<file path="src/rtl/pe_ws_dbuf.sv">
// Weight-stationary systolic PE with double-buffered weight,
// wide signed/unsigned accumulate, optional saturation and sticky overflow.
module pe_ws_dbuf #(
   parameter int DATA_W = 8,
   parameter int ACC_W  = 20,
   parameter int SAT    = 1
) (
   input  logic              clk,
   input  logic              rst,
   input  logic              clear,
   input  logic              signed_mode,
   input  logic [DATA_W-1:0] w_in,
   input  logic              w_shift_in,
   input  logic              w_swap_in,
   output logic [DATA_W-1:0] w_out,
   output logic              w_shift_out,
   output logic              w_swap_out,
   input  logic [DATA_W-1:0] a_in,
   input  logic              a_valid_in,
   output logic [DATA_W-1:0] a_out,
   output logic              a_valid_out,
   input  logic [ACC_W-1:0]  psum_in,
   input  logic              psum_valid_in,
   output logic [ACC_W-1:0]  psum_out,
   output logic              psum_valid_out,
   output logic              ovf
);

   generate
      if (ACC_W < 2 * DATA_W) begin : g_bad_acc_w
         $error("pe_ws_dbuf: ACC_W must be >= 2*DATA_W");
      end
   endgenerate

   localparam logic SAT_EN = (SAT != 0);
   localparam logic [ACC_W-1:0] S_MAX = {1'b0, {(ACC_W-1){1'b1}}};
   localparam logic [ACC_W-1:0] S_MIN = {1'b1, {(ACC_W-1){1'b0}}};
   localparam logic [ACC_W-1:0] U_MAX = {ACC_W{1'b1}};

   logic [DATA_W-1:0] shadow_q;
   logic [DATA_W-1:0] active_q;
   logic [ACC_W-1:0]  a_ext;
   logic [ACC_W-1:0]  w_ext;
   logic [ACC_W-1:0]  mul;
   logic [ACC_W-1:0]  prod;
   logic [ACC_W:0]    sum;
   logic              ovf_now;
   logic              sat_hit;
   logic [ACC_W-1:0]  res;

   assign w_out = shadow_q;

   // Operands extended to ACC_W so the truncated product is already
   // the sign/zero-extended 2*DATA_W result.
   always_comb begin
      a_ext = {{(ACC_W-DATA_W){signed_mode & a_in[DATA_W-1]}}, a_in};
      w_ext = {{(ACC_W-DATA_W){signed_mode & active_q[DATA_W-1]}},
               active_q};
      mul   = a_ext * w_ext;
      prod  = a_valid_in ? mul : '0;
      sum   = {1'b0, psum_in} + {1'b0, prod};
      if (signed_mode) begin
         ovf_now = (psum_in[ACC_W-1] == prod[ACC_W-1]) &&
                   (sum[ACC_W-1] != psum_in[ACC_W-1]);
      end else begin
         ovf_now = sum[ACC_W];
      end
      sat_hit = ovf_now & SAT_EN;
   end

   always_comb begin
      res = sum[ACC_W-1:0];
      unique case (1'b1)
         !sat_hit:
            res = sum[ACC_W-1:0];
         sat_hit && !signed_mode:
            res = U_MAX;
         sat_hit && signed_mode && psum_in[ACC_W-1]:
            res = S_MIN;
         sat_hit && signed_mode && !psum_in[ACC_W-1]:
            res = S_MAX;
      endcase
   end

   always_ff @(posedge clk) begin
      if (rst) begin
         shadow_q       <= '0;
         active_q       <= '0;
         w_shift_out    <= 1'b0;
         w_swap_out     <= 1'b0;
         a_out          <= '0;
         a_valid_out    <= 1'b0;
         psum_out       <= '0;
         psum_valid_out <= 1'b0;
         ovf            <= 1'b0;
      end else begin
         if (w_shift_in) shadow_q <= w_in;
         if (w_swap_in)  active_q <= shadow_q;
         w_shift_out <= w_shift_in;
         w_swap_out  <= w_swap_in;
         // Clear drops in-flight datapath state but keeps the weights.
         if (clear) begin
            a_out          <= '0;
            a_valid_out    <= 1'b0;
            psum_out       <= '0;
            psum_valid_out <= 1'b0;
            ovf            <= 1'b0;
         end else begin
            a_out          <= a_in;
            a_valid_out    <= a_valid_in;
            psum_out       <= res;
            psum_valid_out <= psum_valid_in;
            if (ovf_now) ovf <= 1'b1;
         end
      end
   end

endmodule

</file>
<file path="config.mk">
export PLATFORM = sky130hd
export DESIGN_NAME = pe_ws_dbuf
export DESIGN_NICKNAME = d
export VERILOG_FILES = /design/src/rtl/pe_ws_dbuf.sv
export SDC_FILE = /design/constraint.sdc
export NUM_CORES = 1
export LEC_CHECK = 0
export BUFFER_PORTS_ARGS = -buffer_cell sky130_fd_sc_hd__clkbuf_2
export CAP_MARGIN = 5
export CELL_PAD_IN_SITES_DETAIL_PLACEMENT = 1
export CELL_PAD_IN_SITES_GLOBAL_PLACEMENT = 1
export CORE_MARGIN = 2
export CORE_UTILIZATION = 41
export CTS_CLUSTER_SIZE = 25
export DETAILED_ROUTE_END_ITERATION = 7
export PLACE_DENSITY = 0.9
export SYNTH_ARGS = -nofsm -noshare
export SYNTH_HDL_FRONTEND = slang
export SYNTH_SLANG_ARGS = --single-unit
</file>
<file path="constraint.sdc">
create_clock -name clk -period 7.7 [get_ports clk]
set_clock_uncertainty 0.05 [all_clocks]
set_input_delay 0.77 -clock clk [delete_from_list [all_inputs] [get_ports clk]]
set_output_delay 0.77 -clock clk [all_outputs]
set_load 0.005 [all_outputs]
</file>
==> impl_metrics.yaml, run 1 <==
status:
  status: "completed"
sta:
  timing.final.crit_share_pct: 99.0
  setup_slack_ns: 0.0761
  slew_headroom_pct: 69.0
  tightest_slew_ns: 0.463
  min_period_ns: 7.62
  setup_tns_ns: 0
  slew_viol_final: 0
  setup_viol: 0
  fmax_mhz: 131
  finalHoldViolations: 0
yosys:
  ys_seq_elements: 49
  synth_most_common_cell: "inv_1"
  synth_adder_area_share_pct: 36.8
  yosysTopAreaCell: "fa_1"
  synth_edf_count: 0
  synth_mux_area_share_pct: 2.92
  synthArstFlopShare_pct: 0
  yosysSeqAreaShare_pct: 16.8
  synth_top_family_by_area: "adder cells"
  synth_xor_area_share_pct: 5.53
  syn_area_um2: 5830
  synth.distinct_cells: 55
  synthCells: 649
  avgSynthCellArea_um2: 8.99
  synth-simple-area-share_pct: 15.9
  synth_top_area_share_pct: 24.4
  synth_compound_area_share_pct: 14.0
  yosys_warnings: 0
  synthFlopType: "dfxtp_1"
  synth_area_leaders: "fa_1, dfxtp_1, ha_1"
  synth_common_cells: "inv_1, fa_1, and2_1"
  syn-num-nets: 822
placement:
  gp_congestion: 0.854
  pre_cts_ws_ns: -0.467
  placed_area_um2: 6640
  io_buffers: 84
  dp_hpwl_um: 13900
drt:
  num_vias: 5088
  drt_iter0_drc: 280
  ant_nets: 0
  drc: 0
  drt-vias-per-instance: 5.45
  drtPass1Iterations: 4
  wl_per_cell_um: 19.5
  wl_um: 18200
cells_and_area:
  finish.net_count: 924
  layout-drive-gt1-share_pct: 21.7
  final_cell_area_um2: 6980
  syn2layout_area_growth_pct: 19.6
  nFillCells: 1650
grt:
  grt_pass1_vias: 5535
  grt_remaining_overflow: 0
  grt_max_degree: 21
  antenna_found_initial: 1
  grt_pass1_wl_um: 28000
  grt_usage_pct: 23.9
critical_path:
  start_kind: "primary input"
  cp_max_fo: 8
  crit_cells: 29
  worstPathRequired_ns: 7.88
  crit_slowest_cell: "fa_1"
  critPathTopFamily: "adder cells"
  crit_start: "signed_mode"
  regToRegSetupSlack_ns: 0.25
  crit_buf_inv: 6
  reg2regPathDepth: 28
  endpoint: "psum_out[9]"
  endpoint_kind: "flip-flop"
  max_stage_delay_ns: 0.55
  worstReg2RegStart: "active_q[7]"
  cpMostUsedCell: "fa_1"
  r2r_end: "psum_out[9]"
  path_class: "primary input to flip-flop"
  cp.arrival_ns: 7.80
floorplanning:
  start_util_pct: 42.0
  fp.coreArea_um2: 13900
  die_area_um2: 15200
  rows: 43
  ioPinCount: 85
  die_w_um: 123
  die_y_um: 123
power:
  p_total_uw: 880
  peakVddDrop_mv: 0.0778
  p_leak_nw: 3.76
  power_density_nw_per_um2: 126
cts:
  numCtsBuffers: 5
  clock_sinks: 49
  cts_buffer_depth: 2
  tritoncts: "yes"
  cts_root_buf: "clkbuf_16"
  htreeDepth: 2
  clkTransAtPathRegs_ns: 0.07
  clock_latency_ns: 0.30
run:
  maxCapViolCount: 0
hold_path:
  min_path_type: "flip-flop to flip-flop"
[cell usage in the layout, fill, tap and decap left out, types with 3 or more instances in the layout]
cell and count:
a2111o_1 3, a211o_1 5, a21o_1 12, a21oi_1 31
and2_1 60, and3_1 6, buf_4 39, clkbuf_16 5
clkbuf_2 83, dfxtp_1 49, fa_1 71, ha_1 57
inv_1 92, mux2i_1 16, nand2_1 51, nand4_1 3
nor2_1 37, nor2b_1 4, nor3_1 3, o211a_1 3
o211ai_1 6, o21a_1 13, o21ai_1 9, or2_2 4
xnor2_1 26, xor2_1 8
[sequential cells by signal (all words and copies together) (netlist names)]
signal and cells:
psum_valid_out 1, w_swap_out 1, active_q 8, a_out 8, psum_out 20, w_out 8, w_shift_out 1, ovf 1
a_valid_out 1
[per-layer routing]
| metal | GRT usage [%] | share of wire, % | vias up | wire [um] |
|---|---|---|---|---|
| li1 | - | - | 2313 | - |
| met1 | 27.9 | 38 | 2556 | 6870 |
| met2 | 43.2 | 54 | 154 | 9810 |
| met3 | 2.95 | 3.7 | 65 | 667 |
| met4 | 11.6 | 4.7 | 0 | 856 |
| met5 | 0 | 0 | - | 0 |
[final cells by class]
class	count	area (um^2)	area share, %
Multi-Input combinational cell	478	4500	64.5
Sequential cell	49	981	14.1
Timing Repair Buffer	124	724	10.4
Inverter	93	349	5.00
Tap cell	180	225	3.23
Clock buffer	5	125	1.79
Clock inverter	3	68.8	0.986
Antenna cell	1	2.50	0.0358
[per-stage QoR]
step	hold slack (ns)	utilization, %	instances
detailed placement	0.405	47.8	920
floorplan	0.414	-	649
finish	0.458	50.3	933
global route	0.487	50.3	932
CTS	0.421	49.6	930
global placement	0.405	47.8	920
[how the worst min path moves through the flow]
stage / startpoint / end / depth (start not counted)
final: ovf / ovf / 1
after global routing: ovf / ovf / 1
after CTS: ovf / ovf / 1
after detailed placement: ovf / ovf / 1
after global placement: ovf / ovf / 1
after floorplan: ovf / ovf / 1
[repair_timing]
item / CTS / global route
hold buffers: 0 / 0
endpoints found under the setup margin: 20 / 21
pin swaps: 6 / 14
resized for setup: 5 / 19
buffers inserted: 2 / 2
[power breakdown]
group          switching, mW  total [mW]  leakage [nW]  internal, mW
clock network          0.103       0.290        0.0944         0.187
logic                  0.177       0.311          3.26         0.134
registers             0.0102       0.279         0.402         0.268
[kinds of logic (layout without fill, tap and decap cells)]
group / count (synthesis) / after routing
fa+ha+maj: 129 / 129
buf+inv: 122 / 225
other cells: 0 / 1
compound gates: 112 / 112
mux: 17 / 17
simple gates: 184 / 184
flops: 49 / 49
xor+xnor: 36 / 36
Power figures use the tool's default switching activity.
==> run 2, diff against run 1 <==
--- a/config.mk
+++ b/config.mk
@@ -13,7 +13,8 @@
 export CORE_UTILIZATION = 41
 export CTS_CLUSTER_SIZE = 25
 export DETAILED_ROUTE_END_ITERATION = 7
-export PLACE_DENSITY = 0.9
+export PLACE_DENSITY = 0.84
+export SETUP_SLACK_MARGIN = 0.5
 export SYNTH_ARGS = -nofsm -noshare
 export SYNTH_HDL_FRONTEND = slang
 export SYNTH_SLANG_ARGS = --single-unit
==> impl_metrics.yaml, run 2 (synthesized netlist as in run 1, its figures left out) <==
placement:
  io_buffers: 84
  gp_congestion: 0.843
  dp_hpwl_um: 13200
grt:
  grt_pass1_vias: 5427
  grt_remaining_overflow: 0
  grt_max_degree: 21
  grt_usage_pct: 22.1
  antenna_found_initial: 0
  grt_pass1_wl_um: 26100
cts:
  cts_buffer_depth: 2
  hold_buffers: 0
  clock_latency_ns: 0.29
  cts_root_buf: "clkbuf_16"
  clock_sinks: 49
  htreeDepth: 2
  tritoncts: "yes"
  numCtsBuffers: 5
  clkTransAtPathRegs_ns: 0.06
drt:
  wl_per_cell_um: 18.4
  drc: 0
  drt-vias-per-instance: 5.35
  drtPass1Iterations: 4
  ant_nets: 0
  drt_iter0_drc: 194
  wl_um: 17000
  num_vias: 4933
critical_path:
  path_class: "primary input to flip-flop"
  cp.arrival_ns: 7.29
  endpoint_kind: "flip-flop"
  crit_start: "a_in[7]"
  start_kind: "primary input"
  cp_max_fo: 8
  reg2regPathDepth: 26
  worstPathRequired_ns: 7.81
  worstReg2RegStart: "active_q[6]"
floorplanning:
  ioPinCount: 85
  die_w_um: 123
  die_area_um2: 15200
  start_util_pct: 42.0
  fp.coreArea_um2: 13900
  rows: 43
  die_y_um: 123
cells_and_area:
  syn2layout_area_growth_pct: 21.7
  layout_common_cells: "inv_1, clkbuf_2, fa_1, and2_1, ha_1"
  final_common_cell: "inv_1"
  layout-drive-gt1-share_pct: 24.7
  finish.net_count: 914
  final_util_pct: 51.2
  n_antenna_cell: 0
  largest_reg_flops: 20
  top_register: "psum_out"
sta:
  min_period_ns: 7.18
  setup_tns_ns: 0
  slew_headroom_pct: 69.8
  finalHoldViolations: 0
  rsz0062_at_grt: "yes"
  fmax_mhz: 139
  setup_viol: 0
  slew_viol_final: 0
  timing.final.crit_share_pct: 93.2
  tightest_slew_ns: 0.453
hold_path:
  min_path_type: "flip-flop to flip-flop"
  whs_path_depth: 1
  holdCritStartpoint: "ovf"
power:
  peakVddDrop_mv: 0.0875
  p_leak_nw: 3.72
  power_density_nw_per_um2: 115
status:
  status: "completed"
run:
  maxCapViolCount: 0
-- run 2: path summary, 6_finish.rpt --
kind                                      to  slack (ns)
worst max-delay path            psum_out[14]        0.52
worst min-delay path                     ovf        0.45
worst max register to register  psum_out[14]        0.62
worst min register to register           ovf        0.45
-- run 2: where the power goes --
part	switching (mW)	internal (mW)	leakage, nW
Combinational	0.172	0.142	3.24
Sequential	0.0101	0.269	0.403
Clock	0.0969	0.129	0.0768
Total	0.279	0.540	3.72
-- run 2: critical path, cell delays in order --
cell	delay [ns]
buf_6	0.10
and2_4	0.17
nand2_2	0.07
fa_1	0.51
inv_2	0.05
fa_1	0.49
fa_1	0.52
fa_1	0.55
inv_1	0.06
fa_1	0.50
inv_2	0.05
ha_4	0.26
a21oi_4	0.16
o21bai_1	0.11
a2111o_1	0.48
a41oi_2	0.21
buf_4	0.15
xnor2_1	0.05
and2_1	0.19
ha_4	0.31
nand4_1	0.14
a31o_1	0.28
a21oi_2	0.21
a31oi_4	0.12
buf_12	0.16
xor2_4	0.19
o211ai_1	0.29
o22ai_1	0.15
-- run 2: area by class of cell --
class | count | area [um^2]
fill | 1612 | 6780
clock inverter | 2 | 13.8
clock buffer | 6 | 139
timing repair buffer | 114 | 732
inverter | 93 | 352
sequential | 49 | 983
multi-input combinational | 478 | 4660
tap | 180 | 225
-- run 2: timing repair --
action,4_1_cts,5_1_grt
gates cloned,0,1
setup buffers,5,13
setup endpoints to repair,20,21
pin swaps,15,31
gates resized for setup,24,49
-- run 2: per-layer routing --
| layer | vias to the layer above | global-route usage (%) | wire length, um |
|---|---|---|---|
| met5 | - | 0 | 0 |
| met4 | 0 | 7.95 | 458 |
| met3 | 38 | 1.89 | 606 |
| met2 | 115 | 41.2 | 9260 |
| met1 | 2497 | 26.1 | 6670 |
| li1 | 2283 | - | - |
-- run 2: per-stage QoR --
| step | hold slack, ns | area (um^2) | cells | setup WS, ns | power [mW] |
|---|---|---|---|---|---|
| 2_1_floorplan | 0.414 | 5940 | 649 | 0.534 | 0.478 |
| 3_3_place_gp | 0.404 | 6540 | 895 | 0.303 | 0.551 |
| 3_5_place_dp | 0.424 | 6540 | 895 | 0.0241 | 0.565 |
| 4_1_cts | 0.448 | 6830 | 908 | 0.500 | 0.800 |
| 5_1_grt | 0.462 | 7100 | 922 | 0.362 | 0.867 |
| 6_report | 0.448 | 7100 | 922 | 0.523 | 0.819 |
==> run 3, diff against run 2 <==
--- a/config.mk
+++ b/config.mk
@@ -5,12 +5,13 @@
 export SDC_FILE = /design/constraint.sdc
 export NUM_CORES = 1
 export LEC_CHECK = 0
+export ABC_AREA = 1
 export BUFFER_PORTS_ARGS = -buffer_cell sky130_fd_sc_hd__clkbuf_2
 export CAP_MARGIN = 5
 export CELL_PAD_IN_SITES_DETAIL_PLACEMENT = 1
 export CELL_PAD_IN_SITES_GLOBAL_PLACEMENT = 1
 export CORE_MARGIN = 2
-export CORE_UTILIZATION = 41
+export CORE_UTILIZATION = 39
 export CTS_CLUSTER_SIZE = 25
 export DETAILED_ROUTE_END_ITERATION = 7
 export PLACE_DENSITY = 0.84
==> impl_metrics.yaml, run 3 <==
status:
  status: "completed"
yosys:
  synthCells: 826
  syn_area_um2: 5990
  synth_top_family_by_area: "adder cells"
  avgSynthCellArea_um2: 7.25
  synth_adder_area_share_pct: 35.9
  synth_top_area_share_pct: 23.7
  synth-simple-area-share_pct: 22.2
  synth_xor_area_share_pct: 3.36
  synth_compound_area_share_pct: 8.96
  synth_common_cells: "nand2_1, inv_1, fa_1"
  synth_edf_count: 0
  synthArstFlopShare_pct: 0
  synthFlopType: "dfxtp_1"
  synth_most_common_cell: "nand2_1"
  yosys_warnings: 0
  ys_seq_elements: 49
  synth_area_leaders: "fa_1, dfxtp_1, nand2_1"
  yosysSeqAreaShare_pct: 16.4
  synth.distinct_cells: 33
  syn-num-nets: 999
  yosysTopAreaCell: "fa_1"
  synth_mux_area_share_pct: 0
cells_and_area:
  final_util_pct: 46.2
  regArea_um2: 981
  finish.net_count: 1080
  final_common_cell: "nand2_1"
  final-instance-count-excl-fill: 1096
  final_cell_area_um2: 6970
  top_register: "psum_out"
  syn2layout_area_growth_pct: 16.4
  largest_reg_flops: 20
  layout-drive-gt1-share_pct: 16.9
  n_antenna_cell: 0
  nFillCells: 1962
  multi_input_area_um2: 4360
  layout_common_cells: "nand2_1, inv_1, clkbuf_2, fa_1, ha_1"
sta:
  setup_slack_ns: 0.737
  fmax_mhz: 144
  slew_headroom_pct: 46.0
  timing.final.crit_share_pct: 90.4
  slew_viol_final: 0
  fin_hold_ws_ns: 0.405
  tightest_slew_ns: 0.810
  setup_viol: 0
  rsz0062_at_grt: "no"
  setup_tns_ns: 0
  finalHoldViolations: 0
  min_period_ns: 6.96
placement:
  gp_congestion: 0.926
  place_inst: 1077
  pre_cts_ws_ns: -0.202
  io_buffers: 84
  dp_hpwl_um: 14300
  placed_area_um2: 6570
drt:
  drc: 0
  num_vias: 5438
  wl_per_cell_um: 15.6
  wl_um: 17100
  drt-vias-per-instance: 4.96
  drtPass1Iterations: 4
  drt_iter0_drc: 232
  ant_nets: 0
critical_path:
  reg2regPathDepth: 33
  r2r_end: "psum_out[1]"
  path_class: "primary input to flip-flop"
  max_stage_delay_ns: 0.56
  cp.arrival_ns: 7.15
  endpoint_kind: "flip-flop"
  start_kind: "primary input"
  cpMostUsedCell: "nand2_1"
  critPathTopFamily: "adder cells"
  crit_buf_inv: 6
  worstReg2RegStart: "active_q[0]"
  crit_slowest_cell: "fa_1"
  regToRegSetupSlack_ns: 0.87
  cp_max_fo: 12
  worstPathRequired_ns: 7.88
hold_path:
  whs_path_depth: 2
  min_path_type: "flip-flop to flip-flop"
  holdCritStartpoint: "ovf"
  hold_end: "ovf"
grt:
  grt_pass1_wl_um: 28900
  grt_pass1_vias: 5880
  grt_max_degree: 32
  grt_usage_pct: 22.2
  grt_remaining_overflow: 0
  antenna_found_initial: 0
floorplanning:
  fp.coreArea_um2: 15100
  die_area_um2: 16400
  start_util_pct: 39.7
  ioPinCount: 85
  die_y_um: 128
  die_w_um: 128
  rows: 45
power:
  pwr-share-comb_pct: 37.0
  switchingPower_uw: 316
  p_leak_nw: 4.06
  power_frac_seq_pct: 33.5
  netSwitchingFraction_pct: 38.3
  p_int_uw: 509
  power_density_nw_per_um2: 118
  p_clk_share_pct: 29.4
  peakVddDrop_mv: 0.0872
  p_total_uw: 825
run:
  maxCapViolCount: 0
cts:
  hold_buffers: 0
  cts_root_buf: "clkbuf_16"
  clock_sinks: 49
  clkTransAtPathRegs_ns: 0.08
  clock_latency_ns: 0.31
  cts_buffer_depth: 2
  htreeDepth: 2
  tritoncts: "yes"
  numCtsBuffers: 5
## run 3: cell types whose count changed in the layout (fill, tap and decap cells not counted), moves of 13 or more
cell     before  now
a21oi_1      30   52
a21oi_2       2   16
and2_1       53    0
buf_4        29   15
inv_1        89  172
mux2i_1      17    0
nand2_1      49  223
nand3_1       2   27
nor2_1       37   50
o21ai_0       1   14
xnor2_1      26    9
## run 3: cell families after synthesis
family | Yosys count
AOI/OAI and AO/OA | 95
xor gates and xnor gates | 23
adders and majority gates | 129
buffers and inverters | 205
DFF | 49
and+or+nand+nor | 325
## run 3: tightest hold or removal path, stage by stage (launching register included)
cell,delay [ns]
dfxtp_1,0.32
inv_1,0.05
a21oi_1,0.05
## run 3: final cells by class
| type | instances | share of cell area [%] |
|---|---|---|
| inverter | 176 | 9.53 |
| timing repair buffer | 102 | 8.31 |
| sequential | 49 | 14.1 |
| clock buffer | 5 | 1.80 |
| multi-input combinational | 573 | 62.5 |
| clock inverter | 3 | 0.413 |
| tap | 188 | 3.38 |
## run 3: layer usage
metal  wire length (um)  global-route usage, %
met3                580                   3.55
met1               7650                   28.3
met2               8530                   39.0
met5                  0                      0
met4                363                   6.14
## run 3: power groups by stage
stage | sequential [mW] | combinational, mW | clock, mW
global placement | 0.282 | 0.274 | 0
CTS | 0.277 | 0.293 | 0.246
detailed placement | 0.282 | 0.284 | 0
finish | 0.277 | 0.306 | 0.243
global route | 0.278 | 0.347 | 0.254
floorplan | 0.280 | 0.199 | 0
## run 3: how the worst max path moves through the flow
| stage | start | endpoint | slack, ns | depth (start not counted) |
|---|---|---|---|---|
| floorplan | a_in[7] | psum_out[10] | 0.81 | 35 |
| global placement | signed_mode | psum_out[0] | -0.09 | 31 |
| detailed placement | signed_mode | psum_out[19] | -0.20 | 32 |
| CTS | signed_mode | psum_out[12] | 0.51 | 36 |
| global route | a_in[7] | psum_out[3] | 0.43 | 34 |
| finish | a_in[7] | psum_out[1] | 0.74 | 34 |
## run 3: repair_timing
item | in CTS | in global routing
setup endpoints to repair | 21 | 21
gates cloned | 1 | 0
hold endpoints to repair | 0 | 0
resized for setup | 9 | 29
pin swaps | 6 | 11
buffers inserted | 3 | 7
